$ cat src/rtl/tran_block_ctrl_pkg.sv
// Shared types for the AW-channel BLOCK sequencer: AW user encodings and FSM states.
package tran_block_ctrl_pkg;

    localparam int unsigned PAWUSER_WIDTH = 2;

    typedef enum logic [PAWUSER_WIDTH-1:0] {
        REGULAR = 2'd0,
        BLOCK   = 2'd1,
        DIVERT  = 2'd2,
        SPECIAL = 2'd3
    } pawuser_e;

    typedef enum logic [1:0] {
        BLK_IDLE,
        BLK_DRAIN,
        BLK_ISSUE,
        BLK_WAIT
    } blk_state_e;

    function automatic logic is_block_user(input logic [PAWUSER_WIDTH-1:0] user);
        return user == BLOCK;
    endfunction

endpackage

$ cat src/rtl/tran_block_ctrl.sv
// AW sequencer in front of process_mem: passes regular AWs through and serialises BLOCK
// transactions (drain, issue alone, hold until block_fin); also acks spec_release.
module tran_block_ctrl
    import tran_block_ctrl_pkg::*;
#(
    parameter int unsigned DRAIN_TIMEOUT = 256,
    parameter int unsigned CNT_WIDTH     = 8
) (
    input  logic                     clk,
    input  logic                     rst_n,
    input  logic                     m_awvalid,
    input  logic [PAWUSER_WIDTH-1:0] m_awuser,
    output logic                     m_awready,
    output logic                     s_awvalid,
    input  logic                     s_awready,
    output logic                     to_block,
    input  logic                     pm_empty,
    input  logic                     pm_full,
    input  logic                     block_fin,
    input  logic                     spec_release,
    output logic                     release_ready,
    output logic                     blk_active,
    output logic [CNT_WIDTH-1:0]     blk_count,
    output logic                     err_timeout
);

    localparam logic [CNT_WIDTH-1:0] TIMEOUT_LAST = CNT_WIDTH'(DRAIN_TIMEOUT - 1);

    blk_state_e           state_q, state_d;
    logic [CNT_WIDTH-1:0] timer_q, timer_d;
    logic [CNT_WIDTH-1:0] cnt_q, cnt_d;
    logic                 empty_seen_q, empty_seen_d;
    logic                 err_q, err_d;
    logic                 rel_q, rel_d;
    logic                 spec_seen_q;
    logic                 is_blk;

    assign is_blk = m_awvalid & is_block_user(m_awuser);

    always_ff @(posedge clk or negedge rst_n) begin
        if (!rst_n) begin
            state_q      <= BLK_IDLE;
            timer_q      <= '0;
            cnt_q        <= '0;
            empty_seen_q <= 1'b0;
            err_q        <= 1'b0;
        end else begin
            state_q      <= state_d;
            timer_q      <= timer_d;
            cnt_q        <= cnt_d;
            empty_seen_q <= empty_seen_d;
            err_q        <= err_d;
        end
    end

    always_comb begin
        state_d      = state_q;
        timer_d      = timer_q;
        cnt_d        = cnt_q;
        empty_seen_d = 1'b0;
        err_d        = err_q;
        s_awvalid    = 1'b0;
        m_awready    = 1'b0;
        to_block     = 1'b0;

        case (state_q)
            BLK_IDLE: begin
                s_awvalid = m_awvalid & ~pm_full & ~is_blk;
                m_awready = s_awready & s_awvalid;
                if (is_blk) begin
                    state_d = BLK_DRAIN;
                    timer_d = '0;
                end
            end
            BLK_DRAIN: begin
                to_block = 1'b1;
                // pm_empty lags by a register, so require it on two consecutive cycles
                empty_seen_d = pm_empty;
                if (timer_q != '1) begin
                    timer_d = timer_q + CNT_WIDTH'(1);
                end
                if (timer_q == TIMEOUT_LAST) begin
                    err_d = 1'b1;
                end
                if (pm_empty && empty_seen_q) begin
                    state_d = BLK_ISSUE;
                end
            end
            BLK_ISSUE: begin
                s_awvalid = m_awvalid;
                m_awready = s_awready;
                if (m_awvalid && s_awready) begin
                    state_d = BLK_WAIT;
                end
            end
            BLK_WAIT: begin
                to_block = 1'b1;
                if (block_fin) begin
                    state_d = BLK_IDLE;
                    cnt_d   = cnt_q + CNT_WIDTH'(1);
                end
            end
            default: begin
                state_d = BLK_IDLE;
            end
        endcase
    end

    // Rising-edge acknowledge of spec_release, independent of the FSM
    assign rel_d = spec_release & ~spec_seen_q & ~rel_q;

    always_ff @(posedge clk or negedge rst_n) begin
        if (!rst_n) begin
            spec_seen_q <= 1'b0;
            rel_q       <= 1'b0;
        end else begin
            spec_seen_q <= spec_release;
            rel_q       <= rel_d;
        end
    end

    assign release_ready = rel_q;
    assign blk_active    = (state_q != BLK_IDLE);
    assign blk_count     = cnt_q;
    assign err_timeout   = err_q;

    a_issue_user_block: assert property (@(posedge clk) disable iff (!rst_n)
        (state_q == BLK_ISSUE && m_awvalid) |-> is_block_user(m_awuser))
        else $error("non-BLOCK AW presented while issuing a BLOCK");

    a_block_fin_in_wait: assert property (@(posedge clk) disable iff (!rst_n)
        block_fin |-> (state_q == BLK_WAIT))
        else $warning("block_fin outside BLK_WAIT ignored");

endmodule

$ cat config.mk
export PLATFORM = sky130hd
export DESIGN_NAME = tran_block_ctrl
export DESIGN_NICKNAME = d
export VERILOG_FILES = /design/src/rtl/tran_block_ctrl_pkg.sv /design/src/rtl/tran_block_ctrl.sv
export SDC_FILE = /design/constraint.sdc
export NUM_CORES = 1
export LEC_CHECK = 0
export ABC_AREA = 0
export CAP_MARGIN = 20
export CORE_UTILIZATION = 53
export DETAILED_ROUTE_END_ITERATION = 8
export PLACE_DENSITY = 0.82
export SKIP_CTS_REPAIR_TIMING = 1
export SYNTH_ARGS = -nofsm -noshare
export SYNTH_HDL_FRONTEND = slang
export SYNTH_SLANG_ARGS = --single-unit
export TNS_END_PERCENT = 20
$ cat constraint.sdc
create_clock -name clk -period 4.7 [get_ports clk]
set_input_delay 0.94 -clock clk [delete_from_list [all_inputs] [get_ports clk]]
set_output_delay 0.94 -clock clk [all_outputs]
set_load 0.02 [all_outputs]
After elaboration in Yosys (flattened, before gate mapping):

Index checks and enable logic that the tools add are counted.

* bits in registers: 22
* input port bits: 10

* $add $sub $neg: 2
* equal/unequal tests: 11
* mux-type cells: 12
* bitwise logic cells: 10
* reductions and logical operators: 10

Operators with widths (count)
* $add 8x1->8 const B: 2
* $mux 8: 2
* $pmux 8 s2: 1
* $ne 2x2->1 const B: 5
* $eq 8x8->1 const B: 1
* $mux 2: 4
* $ne 8x8->1 const B: 1
* $pmux 2 s4: 1
* $and 1x1->1: 6
* $eq 2x1->1 const B: 2
* $eq 2x2->1 const B: 2
* $not 1->1: 4
* $pmux 1 s2: 2
* $reduce_and 2->1: 2
* $reduce_and 4->1: 1
* $reduce_bool 2->1: 2
* $reduce_and 3->1: 1
* $logic_and 1x1->1: 2
* $logic_not 2->1: 1
* $mux 1: 2
* $reduce_or 2->1: 1

Depth between registers and ports, before layout:

Gate-level depths: netlist of run 1.

* depth in word-level cells: 6
* depth in mapped cells: 7
* gate-level depth less buffers: 6

Worst setup path after synthesis of run 1:

Ideal clock, no wire load.

* path kind: input port to output port
* start point: input m_awvalid
* end point: output m_awready
* arrival time: 1707 ps
* data required time: 3760 ps
* slack: 2053 ps
* cell stages on the path: 4
* path through: and3b_1 nor3_1 a21oi_1 nor2b_1

* word-level cells in the longest chain between the ends: 5
* elaborated cells on any way between the ends: 6
* classes of those cells: mux (1); bitwise (5)

Ends and longest elaborated chain
* start: declaration: RTL line tran_block_ctrl.sv:11 `input logic m_awvalid,`
* $and 1x1->1: RTL line tran_block_ctrl.sv:38 `assign is_blk = m_awvalid & is_block_user(m_awuser);`
* $not 1->1: RTL line tran_block_ctrl.sv:68 `s_awvalid = m_awvalid & ~pm_full & ~is_blk;`
* $and 1x1->1 (*): RTL line tran_block_ctrl.sv:68
* $and 1x1->1 (*): RTL line tran_block_ctrl.sv:69 `m_awready = s_awready & s_awvalid;`
* $pmux 1 s2 (*): RTL line tran_block_ctrl.sv:66 `case (state_q)`
* end: declaration: RTL line tran_block_ctrl.sv:13 `output logic m_awready,`

Every way passes the cells marked *; elsewhere a longest branch is shown, timed or not.

Worst setup path in the final report of run 1:

Ends and elaborated chain as after synthesis.

==> results of run 1 <==
==> how the worst min path moves through the flow <==
| stage | startpoint | to | slack [ps] | cells past startpoint |
|---|---|---|---|---|
| 6_report | spec_seen_q$_DFF_PN0_ | release_ready$_DFF_PN0_ | 430 | 1 |
| 2_1_floorplan | spec_seen_q$_DFF_PN0_ | release_ready$_DFF_PN0_ | 380 | 1 |
| 4_1_cts | spec_seen_q$_DFF_PN0_ | release_ready$_DFF_PN0_ | 430 | 1 |
| 5_1_grt | spec_seen_q$_DFF_PN0_ | release_ready$_DFF_PN0_ | 450 | 1 |
| 3_5_place_dp | spec_seen_q$_DFF_PN0_ | release_ready$_DFF_PN0_ | 410 | 1 |
| 3_3_place_gp | spec_seen_q$_DFF_PN0_ | release_ready$_DFF_PN0_ | 400 | 1 |
==> state kept, by name, summed over array words and instances, names as in the netlist <==
signal,cells
blk_count,8
timer_q,8
state_q,2
empty_seen_q,1
err_timeout,1
release_ready,1
spec_seen_q,1
==> routing by layer <==
layer / GRT usage (%) / wire (um) / up-vias
li1: - / - / 465
met4: 14.2 / 79 / 0
met2: 38.7 / 1270 / 27
met3: 3.46 / 90 / 8
met5: 0 / 0 / -
met1: 30.3 / 1100 / 465
==> cells in the mapped netlist (all sizes together) <==
cell type | instances | area [sq um]
a221o | 1 | 10.0
nor2b | 1 | 6.26
ha | 6 | 75.1
and4 | 1 | 8.76
o32ai | 1 | 16.3
buf | 1 | 5.00
dfrtp | 22 | 551
nor3 | 1 | 5.00
a221oi | 1 | 15.0
nand2 | 9 | 33.8
nor3b | 1 | 7.51
xnor2 | 7 | 61.3
nand4 | 5 | 31.3
and3 | 3 | 18.8
or2 | 3 | 18.8
mux2 | 2 | 22.5
o21ai | 7 | 35.0
nand3 | 7 | 35.0
nand4b | 1 | 8.76
o21a | 1 | 7.51
a2111oi | 1 | 8.76
o31ai | 4 | 30.0
a21oi | 2 | 13.8
nand3b | 1 | 7.51
a31oi | 2 | 12.5
a22o | 2 | 17.5
and2 | 3 | 18.8
a211o | 2 | 17.5
inv | 6 | 22.5
nor2 | 5 | 18.8
o32a | 1 | 10.0
and3b | 1 | 8.76
==> through the flow <==
| step | total power [W] | instance area (sq um) |
|---|---|---|
| after floorplan | 0.000501 | 1160 |
| after global placement | 0.000620 | 1420 |
| after detailed placement | 0.000631 | 1420 |
| after CTS | 0.000782 | 1470 |
| after global routing | 0.000830 | 1500 |
| final | 0.000785 | 1500 |
==> cell type report <==
| class | count | area [sq um] |
|---|---|---|
| multi-input cells | 82 | 581 |
| flip-flops and latches | 22 | 551 |
| fillers | 148 | 504 |
| repair buffers | 24 | 258 |
| well taps | 27 | 33.8 |
| clock inverters | 1 | 30.0 |
| clock buffers | 3 | 22.5 |
| inverters | 6 | 22.5 |
==> report_power, final <==
| group | total, W | switching (W) | internal (W) | leakage [nW] |
|---|---|---|---|---|
| logic | 0.000364 | 0.000198 | 0.000166 | 0.325 |
| registers | 0.000271 | 0.0000445 | 0.000226 | 0.291 |
| clock network | 0.000150 | 0.0000641 | 0.0000863 | 0.0279 |
==> kinds of logic (layout without fill, tap and decap cells) <==
family | count (synthesis) | after routing
XOR/XNOR | 7 | 7
adder cells (fa/ha/maj) | 6 | 6
buffers and inverters | 7 | 34
AO/OA/AOI/OAI | 25 | 25
multiplexers | 2 | 2
flip-flops | 22 | 22
AND/OR/NAND/NOR | 42 | 42
==> flow_summary.toml, run 1 <==
[die]
core_region_area_sq_um = 2000
io_pins = 24
die_w_um = 48.8
die_height_um = 48.8
die_area_sq_um = 2380
row_count = 16
initial_utilization_pct = 57.9

[job]
max_cap_violations = 0

[critical_path]
cp.depth = 6
cp_cell_sequence = "clkdlybuf4s50_1 > and3b_1 > nor3_1 > a21oi_1 > nor2b_1 > clkdlybuf4s50_1"
critPathKind = "input pin to output port"
reg2regPathDepth = 6
slowest_stage = "clkdlybuf4s50_1"
cp.required_ps = 3760
end_kind = "output port"
start_kind = "input pin"
cp_top_family = "buffers and inverters"
cp_max_fo = 6
cp_slowest_stage_delay_ps = 650
critPathBufInv = 2
worstReg2RegStart = "state_q[1]$_DFFE_PN0P_"
startpoint = "m_awvalid"
r2r_slack_ps = 2790
arrival_ps = 2790
crit_end = "m_awready"
r2r-end = "timer_q[7]$_DFFE_PN0P_"
path_common_cell = "clkdlybuf4s50_1"

[sta]
drv_slew = 0
finalSetupTns_ps = 0
hold_violations = 0
clock_skew_ps = 4.12
timing.final.setup_violations = 0
worst_pin_slew_ps = 455
timing.fmax_ghz = 0.268
fin_ws_ps = 970
finalCritPeriodShare_pct = 79.4
rsz0062_at_grt = "false"
slew_headroom_pct = 69.7
period_minus_slack_ps = 3730
whs_ps = 427

[route]
routed_wl_um = 2540
wl_per_cell_um = 15.4
drt_iter0_drc = 26
ant_nets = 0
vias = 965
viasPerCell = 5.85
drc = 0
firstDrtPassIters = 4

[yosys]
synthAdderAreaFrac_pct = 6.48
syn_area_sq_um = 1160
avgSynthCellArea_sq_um = 10.4
synth_compound_area_share_pct = 16.7
muxShareOfSynthArea_pct = 1.94
synth_cell_type_count = 35
syn-num-nets = 127
yosysWarnings = 0
synth_cells = 111
synth-simple-area-share_pct = 19.7
synth_seq_cells = 22
ys_seq_area_share_pct = 47.5
synth_top_family_by_area = "simple AND/OR/NAND/NOR gates"
synth_xor_area_share_pct = 5.29

[grt]
grt_max_degree = 23
overflow = 0
grt_pass1_vias = 946
track_usage_pct = 23.9
grt_pass1_wl_um = 4210
antenna_found_initial = 0

[pwr]
power.density_nw_per_um2 = 524
peakVddDrop_mv = 0.374
p_leak_nw = 0.644

[layout]
final_util_pct = 74.8
mostFrequentLayoutCell = "clkdlybuf4s50_1"
instances_no_fill = 165
final_cell_mix = "clkdlybuf4s50_1 (23), dfrtp_1 (22), nand2_1 (9)"
fin_nets = 155
drive_gt1_share_pct = 8.70
area_delta_synth_final_pct = 29.3
num_antenna_cells = 0

[clock_tree]
numCtsBuffers = 3
cts_buffer_depth = 2
clkSinkCount = 22
path_clk_slew_ps = 140
h-tree-depth = 1
clock_latency_ps = 320
cts_tree = "yes"
root_buffer = "clkbuf_4"

[placed_design]
place_ws_ps = 1000
dp_hpwl_um = 1750
numPlacedInstances = 160
port_buffers = 23
place.gp.congestion = 0.891

[hold_path]
worstHoldPathType = "flip-flop to flip-flop"

[run_status]
outcome = "completed"
Power figures use the tool's default switching activity.
==> inputs of run 2 (changes only) <==
--- a/config.mk
+++ b/config.mk
@@ -7,9 +7,9 @@
 export LEC_CHECK = 0
 export ABC_AREA = 0
 export CAP_MARGIN = 20
-export CORE_UTILIZATION = 53
+export CORE_UTILIZATION = 45
 export DETAILED_ROUTE_END_ITERATION = 8
-export PLACE_DENSITY = 0.82
+export PLACE_DENSITY = 0.74
 export SKIP_CTS_REPAIR_TIMING = 1
 export SYNTH_ARGS = -nofsm -noshare
 export SYNTH_HDL_FRONTEND = slang
==> constraint.sdc (replaced) <==
create_clock -name clk -period 3.16 [get_ports clk]
set_input_delay 0.632 -clock clk [delete_from_list [all_inputs] [get_ports clk]]
set_output_delay 0.632 -clock clk [all_outputs]
set_load 0.02 [all_outputs]
==> flow_summary.toml, run 2 (synthesis results as in run 1) <==
[job]
max_cap_violations = 0

[grt]
overflow = 0
track_usage_pct = 17.8
grt_pass1_wl_um = 3570
grt_pass1_vias = 821
grt_max_degree = 23
antenna_found_initial = 0

[pwr]
p_leak_nw = 0.640
power.density_nw_per_um2 = 772
peakVddDrop_mv = 0.612

[placed_design]
port_buffers = 23
dp_hpwl_um = 1700
place_area_sq_um = 1440
place.gp.congestion = 0.870

[die]
row_count = 18
die_w_um = 52.7
initial_utilization_pct = 47.2
die_height_um = 52.7
die_area_sq_um = 2780
core_region_area_sq_um = 2450
io_pins = 24

[critical_path]
cp_max_fo = 3
critPathKind = "input pin to output port"
arrival_ps = 2370
start_kind = "input pin"
r2r_slack_ps = 1260
end_kind = "output port"
cp.required_ps = 2530

[sta]
drv_slew = 0
finalSetupTns_ps = 0
finalCritPeriodShare_pct = 95.1
worst_pin_slew_ps = 418
timing.final.setup_violations = 0
clock_skew_ps = 5.44
whs_ps = 418
hold_violations = 0
timing.fmax_ghz = 0.333
slew_headroom_pct = 72.1
period_minus_slack_ps = 3000
rsz0062_at_grt = "false"

[hold_path]
worstHoldPathType = "flip-flop to flip-flop"

[clock_tree]
path_clk_slew_ps = 120
root_buffer = "clkbuf_4"
clock_latency_ps = 310
clkSinkCount = 22
numCtsBuffers = 3
h-tree-depth = 1
cts_tree = "yes"
cts_buffer_depth = 2

[layout]
drive_gt1_share_pct = 10.1
fillers = 208
multi_input_area_sq_um = 583
area_delta_synth_final_pct = 28.7
mostFrequentLayoutCell = "clkdlybuf4s50_1"
fin_nets = 156
num_antenna_cells = 0
seq_area_sq_um = 551
final_area_sq_um = 1490
final_util_pct = 60.8
final_cell_mix = "clkdlybuf4s50_1 (23), dfrtp_1 (22), nand2_1 (9)"

[route]
vias = 941
wl_per_cell_um = 13.0
routed_wl_um = 2200
drt_iter0_drc = 21
ant_nets = 0
firstDrtPassIters = 6
viasPerCell = 5.57
drc = 0

[run_status]
outcome = "completed"
[run 2: changes by cell type in the layout (fill, tap and decap cells not counted)]
cell / delta
ha_1: -1
ha_2: +1
buf_4: +2
buf_16: -1
[run 2: power breakdown]
group / internal [W] / switching (W) / total, W
logic: 0.000251 / 0.000287 / 0.000538
registers: 0.000336 / 0.0000628 / 0.000399
clock network: 0.000128 / 0.0000858 / 0.000214
total: 0.000716 / 0.000435 / 0.00115
[run 2: cell type report]
| type | instances | area share (%) |
|---|---|---|
| timing repair buffer | 25 | 16.4 |
| clock buffer | 3 | 1.51 |
| multi-input combinational | 82 | 39.1 |
| clock inverter | 1 | 2.01 |
| sequential | 22 | 36.9 |
| tap | 30 | 2.52 |
| inverter | 6 | 1.51 |
[run 2: worst paths after layout]
check,start,to,depth (start not counted)
worst min-delay path,spec_seen_q$_DFF_PN0_,release_ready$_DFF_PN0_,1
worst min register to register,spec_seen_q$_DFF_PN0_,release_ready$_DFF_PN0_,1
max in group asynchronous,rst_n,blk_count[3]$_DFFE_PN0P_,2
worst max-delay path,m_awuser[1],m_awready,6
worst max register to register,state_q[1]$_DFFE_PN0P_,timer_q[1]$_DFFE_PN0P_,6
min in group asynchronous,rst_n,timer_q[2]$_DFFE_PN0P_,2
[run 2: worst max-delay path: stages]
cell and delay (ps):
clkdlybuf4s50_1 480, and3b_1 200, nor3_1 210, a21oi_1 110, nor2b_1 120, clkdlybuf4s50_1 620
[run 2: through the flow]
stage               total power, W  instances  setup WS (ps)
global route               0.00122        169           65.0
global placement          0.000923        165            225
CTS                        0.00116        169            104
detailed placement        0.000940        165            156
floorplan                 0.000746        111            994
finish                     0.00115        169            156
[run 2: layer usage]
metal | global-route usage (%) | wire length [um] | up-vias
met5 | 0 | 0 | -
met4 | 6.58 | 25 | 0
met1 | 22.4 | 1020 | 452
li1 | - | - | 472
met2 | 30.6 | 1100 | 13
met3 | 2.61 | 54 | 4
==> inputs of run 3 (changes only) <==
--- a/config.mk
+++ b/config.mk
@@ -7,9 +7,12 @@
 export LEC_CHECK = 0
 export ABC_AREA = 0
 export CAP_MARGIN = 20
-export CORE_UTILIZATION = 45
+export CELL_PAD_IN_SITES_DETAIL_PLACEMENT = 0
+export CELL_PAD_IN_SITES_GLOBAL_PLACEMENT = 1
+export CORE_MARGIN = 2
+export CORE_UTILIZATION = 35
 export DETAILED_ROUTE_END_ITERATION = 8
-export PLACE_DENSITY = 0.74
+export PLACE_DENSITY_LB_ADDON = 0.1
 export SKIP_CTS_REPAIR_TIMING = 1
 export SYNTH_ARGS = -nofsm -noshare
 export SYNTH_HDL_FRONTEND = slang
==> flow_summary.toml, run 3 (synthesis results as in run 1) <==
[run_status]
outcome = "completed"

[sta]
worst_pin_slew_ps = 415
timing.final.setup_violations = 0
slew_headroom_pct = 72.3
drv_slew = 0
fin_ws_ps = 162
clock_skew_ps = 2.98
period_minus_slack_ps = 3000
rsz0062_at_grt = "false"
finalCritPeriodShare_pct = 94.9
finalSetupTns_ps = 0
hold_violations = 0
timing.fmax_ghz = 0.334

[pwr]
power.density_nw_per_um2 = 727
p_leak_nw = 0.640
total_power_w = 0.00109
peakVddDrop_mv = 0.452

[die]
initial_utilization_pct = 37.3
core_region_area_sq_um = 3100
io_pins = 24
row_count = 20
die_area_sq_um = 3790
die_w_um = 61.5
die_height_um = 61.5

[clock_tree]
path_clk_slew_ps = 110
root_buffer = "clkbuf_4"
clkSinkCount = 22
h-tree-depth = 1
cts_buffer_depth = 2
numCtsBuffers = 3
clock_latency_ps = 300
cts_tree = "yes"

[job]
max_cap_violations = 0

[critical_path]
arrival_ps = 2370
cp.required_ps = 2530
cp_max_fo = 3
start_kind = "input pin"
critPathKind = "input pin to output port"
end_kind = "output port"

[route]
drc = 0
routed_wl_um = 2320
vias = 933
firstDrtPassIters = 4
ant_nets = 0
viasPerCell = 5.07
wl_per_cell_um = 12.6
drt_iter0_drc = 70

[layout]
mostFrequentLayoutCell = "clkdlybuf4s50_1"
drive_gt1_share_pct = 10.0
final_cell_mix = "clkdlybuf4s50_1 (23), dfrtp_1 (22), nand2_1 (9)"
fin_nets = 157
area_delta_synth_final_pct = 29.3
num_antenna_cells = 0
final_area_sq_um = 1500

[placed_design]
dp_hpwl_um = 1790
place_ws_ps = 153
place.gp.congestion = 0.739
place_area_sq_um = 1460
port_buffers = 23

[grt]
grt_pass1_wl_um = 4310
grt_pass1_vias = 934
grt_max_degree = 23
track_usage_pct = 15.3
overflow = 0
antenna_found_initial = 0

[hold_path]
worstHoldPathType = "flip-flop to flip-flop"
run 3: changes by cell type in the layout (fill, tap and decap cells not counted):
cell,change
clkbuf_8,+1
buf_4,+1
ha_1,+1
ha_2,-1
bufinv_16,-1
run 3: area by class of cell:
class / count / area (sq um)
clock buffers: 4 / 36.3
inverters: 6 / 22.5
flip-flops and latches: 22 / 551
repair buffers: 26 / 253
well taps: 44 / 55.1
multi-input cells: 82 / 581
fillers: 325 / 1610
run 3: stage by stage:
stage	utilization (%)	cells	hold WS, ps
2_1_floorplan	-	111	336
3_3_place_gp	47.1	180	395
3_5_place_dp	47.1	180	406
4_1_cts	48.3	184	419
5_1_grt	48.3	184	429
6_report	48.3	184	416
run 3: worst paths after layout:
check | from | to | slack, ps | cells past startpoint
worst max register to register | state_q[1]$_DFFE_PN0P_ | timer_q[7]$_DFFE_PN0P_ | 1250 | 6
worst max-delay path | m_awuser[1] | m_awready | 160 | 6
max in group asynchronous | rst_n | err_timeout$_DFFE_PN0P_ | 2270 | 2
worst min-delay path | spec_seen_q$_DFF_PN0_ | release_ready$_DFF_PN0_ | 420 | 1
worst min register to register | spec_seen_q$_DFF_PN0_ | release_ready$_DFF_PN0_ | 420 | 1
min in group asynchronous | rst_n | release_ready$_DFF_PN0_ | 670 | 2
run 3: report_power, final:
part | internal (W) | total [W] | switching (W)
clock | 0.0000702 | 0.000150 | 0.0000801
combinational | 0.000252 | 0.000539 | 0.000287
sequential | 0.000336 | 0.000400 | 0.0000637
run 3: metal layers:
| metal | part of all wire (%) | global-route usage [%] |
|---|---|---|
| met1 | 49 | 21.9 |
| met2 | 46 | 22.4 |
| met3 | 4.0 | 5.88 |
| met4 | 0.82 | 2.74 |
| met5 | 0 | 0 |
run 3: worst max-delay path, cell delays in order:
cell             delay (ps)
clkdlybuf4s50_1         480
and3b_1                 200
nor3_1                  210
a21oi_1                 110
nor2b_1                 120
clkdlybuf4s50_1         610
==> RTL change 1 (config.mk and constraints of run 3) <==
Reset style: synchronous (`rst_n`), changed in 2 clocked blocks.
--- a/src/rtl/tran_block_ctrl.sv
+++ b/src/rtl/tran_block_ctrl.sv
@@ -38,5 +38,5 @@
     assign is_blk = m_awvalid & is_block_user(m_awuser);
 
-    always_ff @(posedge clk or negedge rst_n) begin
+    always_ff @(posedge clk) begin
         if (!rst_n) begin
             state_q      <= BLK_IDLE;
@@ -110,5 +110,5 @@
     assign rel_d = spec_release & ~spec_seen_q & ~rel_q;
 
-    always_ff @(posedge clk or negedge rst_n) begin
+    always_ff @(posedge clk) begin
         if (!rst_n) begin
             spec_seen_q <= 1'b0;
Behaviour: differs if rst_n is asserted again (counterexample within 4 cycles, from zero or initial values and one cycle with rst_n low); with rst_n held inactive, the same outputs for 10 cycles.
==> RTL change 1 against run 3 <==
- routed wire length is 5.0% higher
- sequential cell count stayed put
- worst setup slack better by 36 ps
- hold slack lost 4.6 ps
- highest routed layer unchanged
- maximum frequency increased by 1.2%
- synthesized area is 5.1% lower
- via count grew 7.6%
- critical endpoint unchanged
- final area is 5.6% lower
- power is 30% lower
==> RTL change 1: results <==
export IMPL_status="finished clean"
export IMPL_ir_worst_vdd_v=0.000257
export IMPL_ys_seq_area_frac=0.400
export IMPL_clk_pin_slew_worst_paths_ps=130
export IMPL_critPathMaxStageDelay_ps=590
export IMPL_via_per_inst=5.10
export IMPL_cp_slowest_cell="clkdlybuf4s50_1"
export IMPL_clock_skew_ps=6.43
export IMPL_grt_total_usage=0.148
export IMPL_yosysUniqueCellTypes=34
export IMPL_synthesis_nets=144
export IMPL_netlist_instances=128
export IMPL_grt_max_degree=20
export IMPL_initial_utilization=0.363
export IMPL_dp_cells=193
export IMPL_drt_iter0_drc=16
export IMPL_sw_frac_of_total=0.368
export IMPL_synthArstFlopShare=0
export IMPL_tightest_slew_ps=621
export IMPL_critPathMaxFanout=6
export IMPL_p_leak_nw=0.502
export IMPL_nFillCells=324
export IMPL_place_gp_congestion=0.723
export IMPL_wl_per_cell_um=12.4
export IMPL_yosys_top_cells_area="dfxtp_1 40%, ha_1 6.8%, nand2_1 5.1%"
export IMPL_arrival_ps=2330
export IMPL_synth_commonest_cells="22 x dfxtp_1, 15 x nand2_1, 10 x a21oi_1"
export IMPL_layout_nets=170
export IMPL_finalNonFillerCells=197
export IMPL_drive_above_1_share=0.0719
export IMPL_grt_pass1_wl_um=4080
export IMPL_dp_hpwl_um=1770
==> RTL change 1: cell count changes after synthesis, moves of 4 or more <==
cell,before,now
xor2_1,0,5
dfxtp_1,0,22
nor2_1,5,9
a21oi_1,1,10
nand2_1,9,15
xnor2_1,7,0
o31ai_1,4,0
dfrtp_1,22,0
==> RTL change 1: kinds of logic (layout without fill, tap and decap cells) <==
logic type	after synthesis	count (layout)	share of synthesized area
xor+xnor	5	5	0.0398
compound gates	30	30	0.187
flops	22	22	0.400
buf+inv	9	34	0.0307
fa+ha+maj	6	6	0.0683
simple gates	56	56	0.274
==> RTL change 1: worst paths after layout <==
check / start / to / slack (ps) / cells after the start
worst max-delay path: m_awvalid / m_awready / 200 / 6
worst min-delay path: spec_seen_q$_SDFF_PN0_ / release_ready$_SDFF_PN0_ / 410 / 1
worst max register to register: state_q[1]$_SDFFE_PN0P_ / timer_q[4]$_SDFFE_PN0P_ / 990 / 6
worst min register to register: spec_seen_q$_SDFF_PN0_ / release_ready$_SDFF_PN0_ / 410 / 1
==> RTL change 1: area by class of cell <==
class | instances | share of cell area
multi-input cells | 97 | 0.442
flip-flops and latches | 22 | 0.312
repair buffers | 23 | 0.163
well taps | 44 | 0.0389
clock buffers | 4 | 0.0257
inverters | 7 | 0.0186
==> RTL change 1: routing by layer <==
metal / global-route usage / wire (µm) / up-vias / part of all wire
met2: 0.239 / 1060 / 24 / 0.43
met3: 0.0216 / 101 / 4 / 0.042
li1: - / - / 515 / -
met4: 0.0571 / 32 / 0 / 0.013
met1: 0.199 / 1240 / 461 / 0.51
met5: 0 / 0 / - / 0
==> RTL change 1: through the flow <==
| stage | instance area [µm²] | power [mW] | setup WS, ps |
|---|---|---|---|
| 2_1_floorplan | 1100 | 0.515 | 1230 |
| 3_5_place_dp | 1380 | 0.610 | 185 |
| 6_report | 1410 | 0.763 | 198 |
| 4_1_cts | 1410 | 0.773 | 182 |
| 3_3_place_gp | 1380 | 0.610 | 216 |
| 5_1_grt | 1410 | 0.818 | 68.3 |
==> RTL change 1: power groups by stage <==
stage	clock network (mW)	registers, mW	logic (mW)
after CTS	0.167	0.303	0.303
after global routing	0.178	0.306	0.334
after floorplan	0	0.307	0.208
after detailed placement	0	0.309	0.301
final	0.160	0.303	0.300
after global placement	0	0.308	0.302
==> RTL change 2 (flow settings as in run 3) <==
Made on the original files. `CNT_WIDTH`: 8 -> 12.
--- a/src/rtl/tran_block_ctrl.sv
+++ b/src/rtl/tran_block_ctrl.sv
@@ -5,5 +5,5 @@
 #(
     parameter int unsigned DRAIN_TIMEOUT = 256,
-    parameter int unsigned CNT_WIDTH     = 8
+    parameter int unsigned CNT_WIDTH     = 12
 ) (
     input  logic                     clk,
Ports: changed (resized blk_count); port bits go from 24 to 28. No check against the original RTL was run, so the function may have changed too.
==> RTL change 2 against run 3 <==
- power increased by 31%
- worst setup slack improved by 3.9 ps
- first-iteration DRC count increased by 13%
- utilization decreased by 2.1 points
- sequential cell count increased by 8
- largest power group unchanged
- synthesized area increased by 37%
- sequential share of layout area increased by 0.58 points
- final area increased by 34%
- routed wire length increased by 50%
==> RTL change 2: results <==
export IMPL_status="finished clean"
export IMPL_ys_seq_area_frac=0.475
export IMPL_muxShareOfSynthArea=0.0214
export IMPL_diodes=0
export IMPL_drive_above_1_share=0.0909
export IMPL_dp_hpwl_um=2400
export IMPL_cts_max_level=2
export IMPL_p_leak_nw=0.843
export IMPL_relSlewSlack=0.577
export IMPL_dr_pass1_iters=4
export IMPL_reg2reg_slack_ps=940
export IMPL_synth_commonest_cells="30 x dfrtp_1, 18 x nand2_1, 14 x o31ai_1"
export IMPL_place_gp_congestion=0.761
export IMPL_nFillCells=434
export IMPL_ir_worst_vdd_v=0.000206
export IMPL_crit_path_start="m_awvalid"
export IMPL_yosys_top_cells_area="dfrtp_1 47%, o31ai_1 6.6%, ha_1 4.7%"
export IMPL_via_per_inst=5.34
export IMPL_grt_pass1_vias=1294
export IMPL_yosysUniqueCellTypes=40
export IMPL_final_area_um2=2010
export IMPL_layout_nets=202
export IMPL_drt_iter0_drc=79
export IMPL_clk_pin_slew_worst_paths_ps=60
export IMPL_synth_compound_area_share=0.177
export IMPL_io_buffers=27
export IMPL_grt_max_degree=31
export IMPL_r2r_end="timer_q[11]$_DFFE_PN0P_"
export IMPL_grt_total_usage=0.157
export IMPL_cts_root_buf="clkbuf_8"
export IMPL_grtUsageMet2=0.246
export IMPL_grt_pass1_wl_um=6110
export IMPL_grtUsageMet1=0.198
export IMPL_wl_met2_um=1610
export IMPL_use_met3=0.0520
export IMPL_synthesis_nets=169
export IMPL_synth_adder_area_share=0.0475
export IMPL_cts_made_buffers=5
export IMPL_placed_area_um2=1920
-- RTL change 2: worst register-to-register path, delay by kind of cell (launching register included) --
| kind | cells | cell delay [ps] |
|---|---|---|
| AND/OR/NAND/NOR | 1 | 510 |
| adder cells (fa/ha/maj) | 1 | 460 |
| multiplexers | 1 | 430 |
| flip-flops | 1 | 410 |
| buffers and inverters | 2 | 250 |
| AO/OA/AOI/OAI | 1 | 90 |
-- RTL change 2: stage by stage --
stage | setup WS, ps | total power [mW] | instances
floorplan | 1270 | 0.896 | 153
finish | 166 | 1.43 | 239
CTS | 167 | 1.44 | 239
global placement | 282 | 1.10 | 231
detailed placement | 177 | 1.11 | 231
global route | 67.1 | 1.53 | 239
-- RTL change 2: layout make-up --
cell class                 count  area share
multi-input combinational    113       0.394
tap                           52      0.0324
clock buffer                   7      0.0429
timing repair buffer          29       0.142
sequential                    30       0.373
inverter                       7      0.0131
clock inverter                 1     0.00249
-- RTL change 2: how the worst min path moves through the flow --
stage                                startpoint                  endpoint  slack (ps)  cells after the start
after floorplan                           rst_n  blk_count[0]$_DFFE_PN0P_         340                      0
after global placement    spec_seen_q$_DFF_PN0_   release_ready$_DFF_PN0_         400                      1
after detailed placement  spec_seen_q$_DFF_PN0_   release_ready$_DFF_PN0_         400                      1
after CTS                 spec_seen_q$_DFF_PN0_   release_ready$_DFF_PN0_         410                      1
after global routing      spec_seen_q$_DFF_PN0_   release_ready$_DFF_PN0_         420                      1
final                     spec_seen_q$_DFF_PN0_   release_ready$_DFF_PN0_         410                      1
-- RTL change 2: power breakdown --
part           internal, mW  switching, mW
sequential            0.450         0.0699
combinational         0.262          0.322
clock                 0.175          0.146
